[config.mk]
export PLATFORM = sky130hd
export DESIGN_NAME = serial_frame_ctrl
export DESIGN_NICKNAME = d
export VERILOG_FILES = /design/src/rtl/serial_pkg.sv /design/src/rtl/shift_capture.sv /design/src/rtl/serial_frame_ctrl.sv
export SDC_FILE = /design/constraint.sdc
export NUM_CORES = 1
export LEC_CHECK = 0
export ABC_AREA = 1
export BUFFER_PORTS_ARGS = -buffer_cell sky130_fd_sc_hd__buf_2
export CAP_MARGIN = 20
export CORE_ASPECT_RATIO = 0.9
export CORE_MARGIN = 5
export CORE_UTILIZATION = 40
export CTS_CLUSTER_SIZE = 16
export DETAILED_ROUTE_END_ITERATION = 6
export PLACE_DENSITY = 0.6
export SETUP_SLACK_MARGIN = 0.1
export SYNTH_ARGS = -nofsm -noshare
export SYNTH_HDL_FRONTEND = slang
export SYNTH_HIERARCHICAL = 1
export SYNTH_SLANG_ARGS = --single-unit
[constraint.sdc]
create_clock -name clk -period 2 [get_ports clk]
set_clock_uncertainty 0.1 [all_clocks]
set_input_delay 0.1 -clock clk [delete_from_list [all_inputs] [get_ports clk]]
set_output_delay 0.1 -clock clk [all_outputs]
set_load 0.01 [all_outputs]
[src/rtl/serial_pkg.sv]
// rtl/serial_pkg.sv - shared state, error codes and parity helper for serial blocks
package serial_pkg;

  typedef enum logic [2:0] {
    IDLE,
    DATA,
    PARITY,
    STOP,
    COMMIT
  } state_e;

  localparam logic [1:0] ERR_NONE    = 2'd0;
  localparam logic [1:0] ERR_FRAME   = 2'd1;
  localparam logic [1:0] ERR_PARITY  = 2'd2;
  localparam logic [1:0] ERR_OVERRUN = 2'd3;

  // Nonzero result means the received parity bit disagrees with the data.
  function automatic logic parity_check(input logic data_xor, input logic par_bit,
                                        input logic odd);
    return data_xor ^ par_bit ^ odd;
  endfunction

endpackage

[src/rtl/shift_capture.sv]
// rtl/shift_capture.sv - enable-gated left-shift capture register with bit counter
module shift_capture #(
  parameter int WIDTH = 8
) (
  input  logic             clk,
  input  logic             reset_n,
  input  logic             clr_i,
  input  logic             en_i,
  input  logic             bit_i,
  output logic [WIDTH-1:0] data_o,
  output logic             last_bit_o
);

  localparam int CW = $clog2(WIDTH) + 1;

  logic [WIDTH-1:0] data_q;
  logic [CW-1:0]    count_q;

  always_ff @(posedge clk or negedge reset_n) begin
    if (!reset_n) begin
      data_q  <= '0;
      count_q <= '0;
    end else if (clr_i) begin
      count_q <= '0;
    end else if (en_i) begin
      data_q  <= {data_q[WIDTH-2:0], bit_i};
      count_q <= count_q + CW'(1);
    end
  end

  assign data_o     = data_q;
  // High while the next enable shifts in the final data bit.
  assign last_bit_o = (count_q == CW'(WIDTH - 1));

endmodule

[src/rtl/serial_frame_ctrl.sv]
// rtl/serial_frame_ctrl.sv - serial frame FSM, parity/stop checks and valid/ready output stage
module serial_frame_ctrl
  import serial_pkg::*;
#(
  parameter int WIDTH      = 8,
  parameter bit PARITY_EN  = 1'b1,
  parameter bit PARITY_ODD = 1'b0
) (
  input  logic             clk,
  input  logic             reset_n,
  input  logic             bit_tick,
  input  logic             serial_in,
  input  logic             out_ready,
  output logic [WIDTH-1:0] out_data,
  output logic             out_valid,
  output logic             busy,
  output logic             parity_err,
  output logic             frame_err,
  output logic             overrun
);

  state_e           state_q, state_d;
  logic             perr_q, perr_d;
  logic             ferr_q, ferr_d;
  logic [WIDTH-1:0] out_data_q, out_data_d;
  logic             out_valid_q, out_valid_d;
  logic             parity_err_q, parity_err_d;
  logic             frame_err_q, frame_err_d;
  logic             overrun_q, overrun_d;
  logic             sc_clr, sc_en, last_bit;
  logic [WIDTH-1:0] capture;
  logic [1:0]       err_code;

  shift_capture #(.WIDTH(WIDTH)) u_capture (
    .clk       (clk),
    .reset_n   (reset_n),
    .clr_i     (sc_clr),
    .en_i      (sc_en),
    .bit_i     (serial_in),
    .data_o    (capture),
    .last_bit_o(last_bit)
  );

  always_comb begin
    state_d      = state_q;
    perr_d       = perr_q;
    ferr_d       = ferr_q;
    out_data_d   = out_data_q;
    out_valid_d  = out_valid_q & ~out_ready;
    sc_clr       = 1'b0;
    sc_en        = 1'b0;
    err_code     = ERR_NONE;
    case (state_q)
      IDLE: begin
        if (bit_tick && !serial_in) begin
          state_d = DATA;
          sc_clr  = 1'b1;
          perr_d  = 1'b0;
          ferr_d  = 1'b0;
        end
      end
      DATA: begin
        if (bit_tick) begin
          sc_en = 1'b1;
          if (last_bit) state_d = PARITY_EN ? PARITY : STOP;
        end
      end
      PARITY: begin
        if (bit_tick) begin
          perr_d  = parity_check(^capture, serial_in, PARITY_ODD);
          state_d = STOP;
        end
      end
      STOP: begin
        if (bit_tick) begin
          ferr_d  = ~serial_in;
          state_d = COMMIT;
        end
      end
      COMMIT: begin
        // Errors outrank an overrun; a slot freed by this cycle's handshake can take the word.
        state_d = IDLE;
        if (ferr_q)                       err_code = ERR_FRAME;
        else if (perr_q)                  err_code = ERR_PARITY;
        else if (out_valid_q && !out_ready) err_code = ERR_OVERRUN;
        else begin
          out_data_d  = capture;
          out_valid_d = 1'b1;
        end
      end
      default: state_d = IDLE;
    endcase
    frame_err_d  = (err_code == ERR_FRAME);
    parity_err_d = (err_code == ERR_PARITY);
    overrun_d    = (err_code == ERR_OVERRUN);
  end

  always_ff @(posedge clk or negedge reset_n) begin
    if (!reset_n) begin
      state_q      <= IDLE;
      perr_q       <= 1'b0;
      ferr_q       <= 1'b0;
      out_data_q   <= '0;
      out_valid_q  <= 1'b0;
      parity_err_q <= 1'b0;
      frame_err_q  <= 1'b0;
      overrun_q    <= 1'b0;
    end else begin
      state_q      <= state_d;
      perr_q       <= perr_d;
      ferr_q       <= ferr_d;
      out_data_q   <= out_data_d;
      out_valid_q  <= out_valid_d;
      parity_err_q <= parity_err_d;
      frame_err_q  <= frame_err_d;
      overrun_q    <= overrun_d;
    end
  end

  assign out_data   = out_data_q;
  assign out_valid  = out_valid_q;
  assign busy       = (state_q != IDLE);
  assign parity_err = parity_err_q;
  assign frame_err  = frame_err_q;
  assign overrun    = overrun_q;

endmodule

==> results.py <==
metrics = {
    "status": {
        "status": "complete, no violations",
    },
    "critical_path": {
        "crit_path_max_incr_delay_ns": 0.43,
        "critPathKind": "reg -> reg",
        "crit_chain": "nor2_1, nand2_1, nor2_1, inv_1, nand2_2, nor2_1, a21oi_1",
        "crit_fanout": 11,
        "cp_num_buf_inv": 1,
        "end_kind": "flop",
        "crit_top_cell": "nor2_1",
        "slowest_stage": "dfrtp_1",
        "crit_path_start_kind": "flop",
        "path_delay_family": "simple AND/OR/NAND/NOR gates",
        "arrival_ns": 1.67,
        "worstPathRequired_ns": 2.10,
    },
    "global_routing": {
        "grt_usage_pct": 12.8,
        "grt_overflow": 0,
        "antenna_found_initial": 0,
        "grt_pass1_vias": 1123,
        "grt_pass1_wl_microns": 4800,
        "grt_max_degree": 30,
    },
    "final_layout": {
        "syn2layout_area_growth_pct": 16.4,
        "nets": 222,
        "antenna_cells": 0,
        "num-fill-cells": 332,
        "drive_above_1_share_pct": 14.7,
        "final_cells": 261,
    },
    "timing": {
        "finalHoldViolCount": 0,
        "slew_viol_final": 0,
        "period_minus_slack_ns": 1.57,
        "fmax_ghz": 0.635,
        "finalSetupViolations": 0,
        "setup-tns-final_ns": 0,
        "rsz0062_at_grt": "false",
        "tightest_slew_ns": 0.644,
        "worst_slew_margin_rel_pct": 57.1,
        "fin_crit_sh_pct": 78.7,
    },
    "floorplan": {
        "coreArea_sq_um": 3450,
        "die_w_microns": 73.6,
        "die_h_microns": 67.2,
        "core.rowCount": 20,
        "initial_core_util_pct": 42.2,
        "die_area_sq_um": 4950,
        "io_pins": 18,
    },
    "place": {
        "placedCellCount": 252,
        "dpl.hpwl_microns": 1990,
        "io_buffers": 17,
        "place.gp.congestion": 0.866,
    },
    "routing": {
        "wl_per_cell_microns": 10.2,
        "drt-vias-per-instance": 4.64,
        "drc": 0,
        "ant_nets": 0,
        "drtPass1Iterations": 4,
        "initialDrtViolationCount": 98,
        "wl_microns": 2660,
        "vias": 1211,
    },
    "synth": {
        "syn_avg_cell_area_sq_um": 7.55,
        "yosysWarnings": 6,
        "yosysTopAreaCell": "dfrtp_1",
        "synth-seq-area-share_pct": 49.8,
        "netlist_area_sq_um": 1460,
        "yosysUniqueCellTypes": 19,
        "synth_fp_nets": 199,
        "synth-seq-cells": 29,
        "synthCells": 193,
        "synth_top_area_share_pct": 49.8,
        "synthTopCellsByArea": "dfrtp_1, nand2_1, nor2_1, inv_1, a21oi_1",
    },
    "power": {
        "p_leak_nw": 0.950,
        "power_density_nw_per_um2": 1590,
        "vdd_drop_max_mv": 0.615,
    },
    "clock_network": {
        "numClockSinks": 29,
        "worstSkewPairLatency_ns": 0.28,
        "cts_buffers": 5,
        "clkTransAtPathRegs_ns": 0.06,
        "cts-root-buf": "clkbuf_8",
        "clockBufferDepth": 2,
        "h-tree-depth": 2,
        "cts_tree": "done",
    },
    "worst_hold_path": {
        "hp-class": "in -> reg",
    },
    "flow_run": {
        "max_cap_viol_count": 0,
    },
}
-- cell families after synthesis --
family / count (synthesis) / share of synthesized area (%)
AND/OR/NAND/NOR: 118 / 33.8
adder cells (fa/ha/maj): 1 / 0.859
AO/OA/AOI/OAI: 19 / 7.13
buffers and inverters: 26 / 8.33
flip-flops: 29 / 49.8
-- final cells by class --
class                           count  area [sq um]  share of cell area [%]
Clock inverter                      1          30.0                    1.77
Multi-Input combinational cell    138           609                    35.9
Timing Repair Buffer               19           103                    6.05
Clock buffer                        7          86.3                    5.09
Tap cell                           44          55.1                    3.25
Inverter                           23          86.3                    5.09
Sequential cell                    29           726                    42.8
-- cells in the mapped netlist --
master   number
buf_12        1
nand2_1      74
dfrtp_1      29
nor2_2        1
nor3_1        1
o22ai_1       1
o21ai_0       5
or3_1         1
nor2_8        1
nand2_2       2
nand4_1       1
buf_4         2
nor2_1       25
a21oi_1      11
inv_1        23
a21oi_2       2
nor3_2        1
nand3_1      11
ha_1          1
-- cells in the final DEF, fill, tap and decap left out --
cell	count
a21oi_1	11
a21oi_2	2
buf_2	17
buf_4	1
bufinv_16	1
clkbuf_1	1
clkbuf_8	6
dfrtp_1	29
dlygate4sd3_1	1
ha_1	1
inv_1	23
nand2_1	74
nand2_2	2
nand3_1	11
nand4_1	1
nor2_1	25
nor2_2	1
nor2_8	1
nor3_1	1
nor3_2	1
o21ai_0	5
o22ai_1	1
or3_1	1
-- worst paths after layout --
kind	startpoint	to	slack, ns	depth (start not counted)
max in group asynchronous	reset_n	u_capture/data_o[4]	1.09	2
worst min-delay path	serial_in	u_capture/data_o[0]	0.009	3
worst max register to register	state_q[0]	u_capture/data_o[4]	0.43	7
worst min register to register	perr_q	overrun	0.38	1
worst max-delay path	state_q[0]	u_capture/data_o[4]	0.43	7
min in group asynchronous	reset_n	out_data[4]	0.28	2
-- state kept, by name, summed over array words and instances (netlist names) --
signal             cells
ferr_q                 1
frame_err              1
out_data               8
out_valid              1
overrun                1
parity_err             1
perr_q                 1
state_q                3
u_capture/count_q      4
u_capture/data_o       8
-- worst reg2reg max path, cell delays in order, from the launching register on --
cell and delay, ns:
dfrtp_1 0.43, nor2_1 0.18, nand2_1 0.13, nor2_1 0.14, inv_1 0.17, nand2_2 0.19, nor2_1 0.06, a21oi_1 0.11
-- what timing repair did --
item,CTS,global route
hold endpoints to repair,29,0
hold buffers,1,0
resized for setup,0,0
endpoints found under the setup margin,0,0
buffers inserted,0,0
-- routing by layer --
layer / vias to the layer above / global-route usage [%] / part of all wire, %
met5: - / 0 / 0
li1: 639 / - / -
met2: 21 / 19.7 / 43
met1: 544 / 16.3 / 50
met3: 7 / 4.02 / 4.4
met4: 0 / 6.11 / 1.9
-- report_power, final --
part	total (mW)	switching (mW)	leakage (nW)	internal [mW]
logic	1.08	0.681	0.517	0.401
registers	1.00	0.193	0.375	0.811
clock network	0.617	0.212	0.0585	0.405
-- per-stage QoR --
step	power, mW	instance area, sq um	worst slack, ns	hold WS (ns)	util (%)
detailed placement	2.11	1570	0.422	0.0738	45.4
global route	2.99	1700	0.265	0.0237	49.1
CTS	2.74	1700	0.400	0.00202	49.1
global placement	2.09	1570	0.484	0.0768	45.4
finish	2.70	1700	0.425	0.00893	49.1
floorplan	1.83	1460	0.596	-0.296	-
No activity file was read; power rests on OpenSTA's default activity.
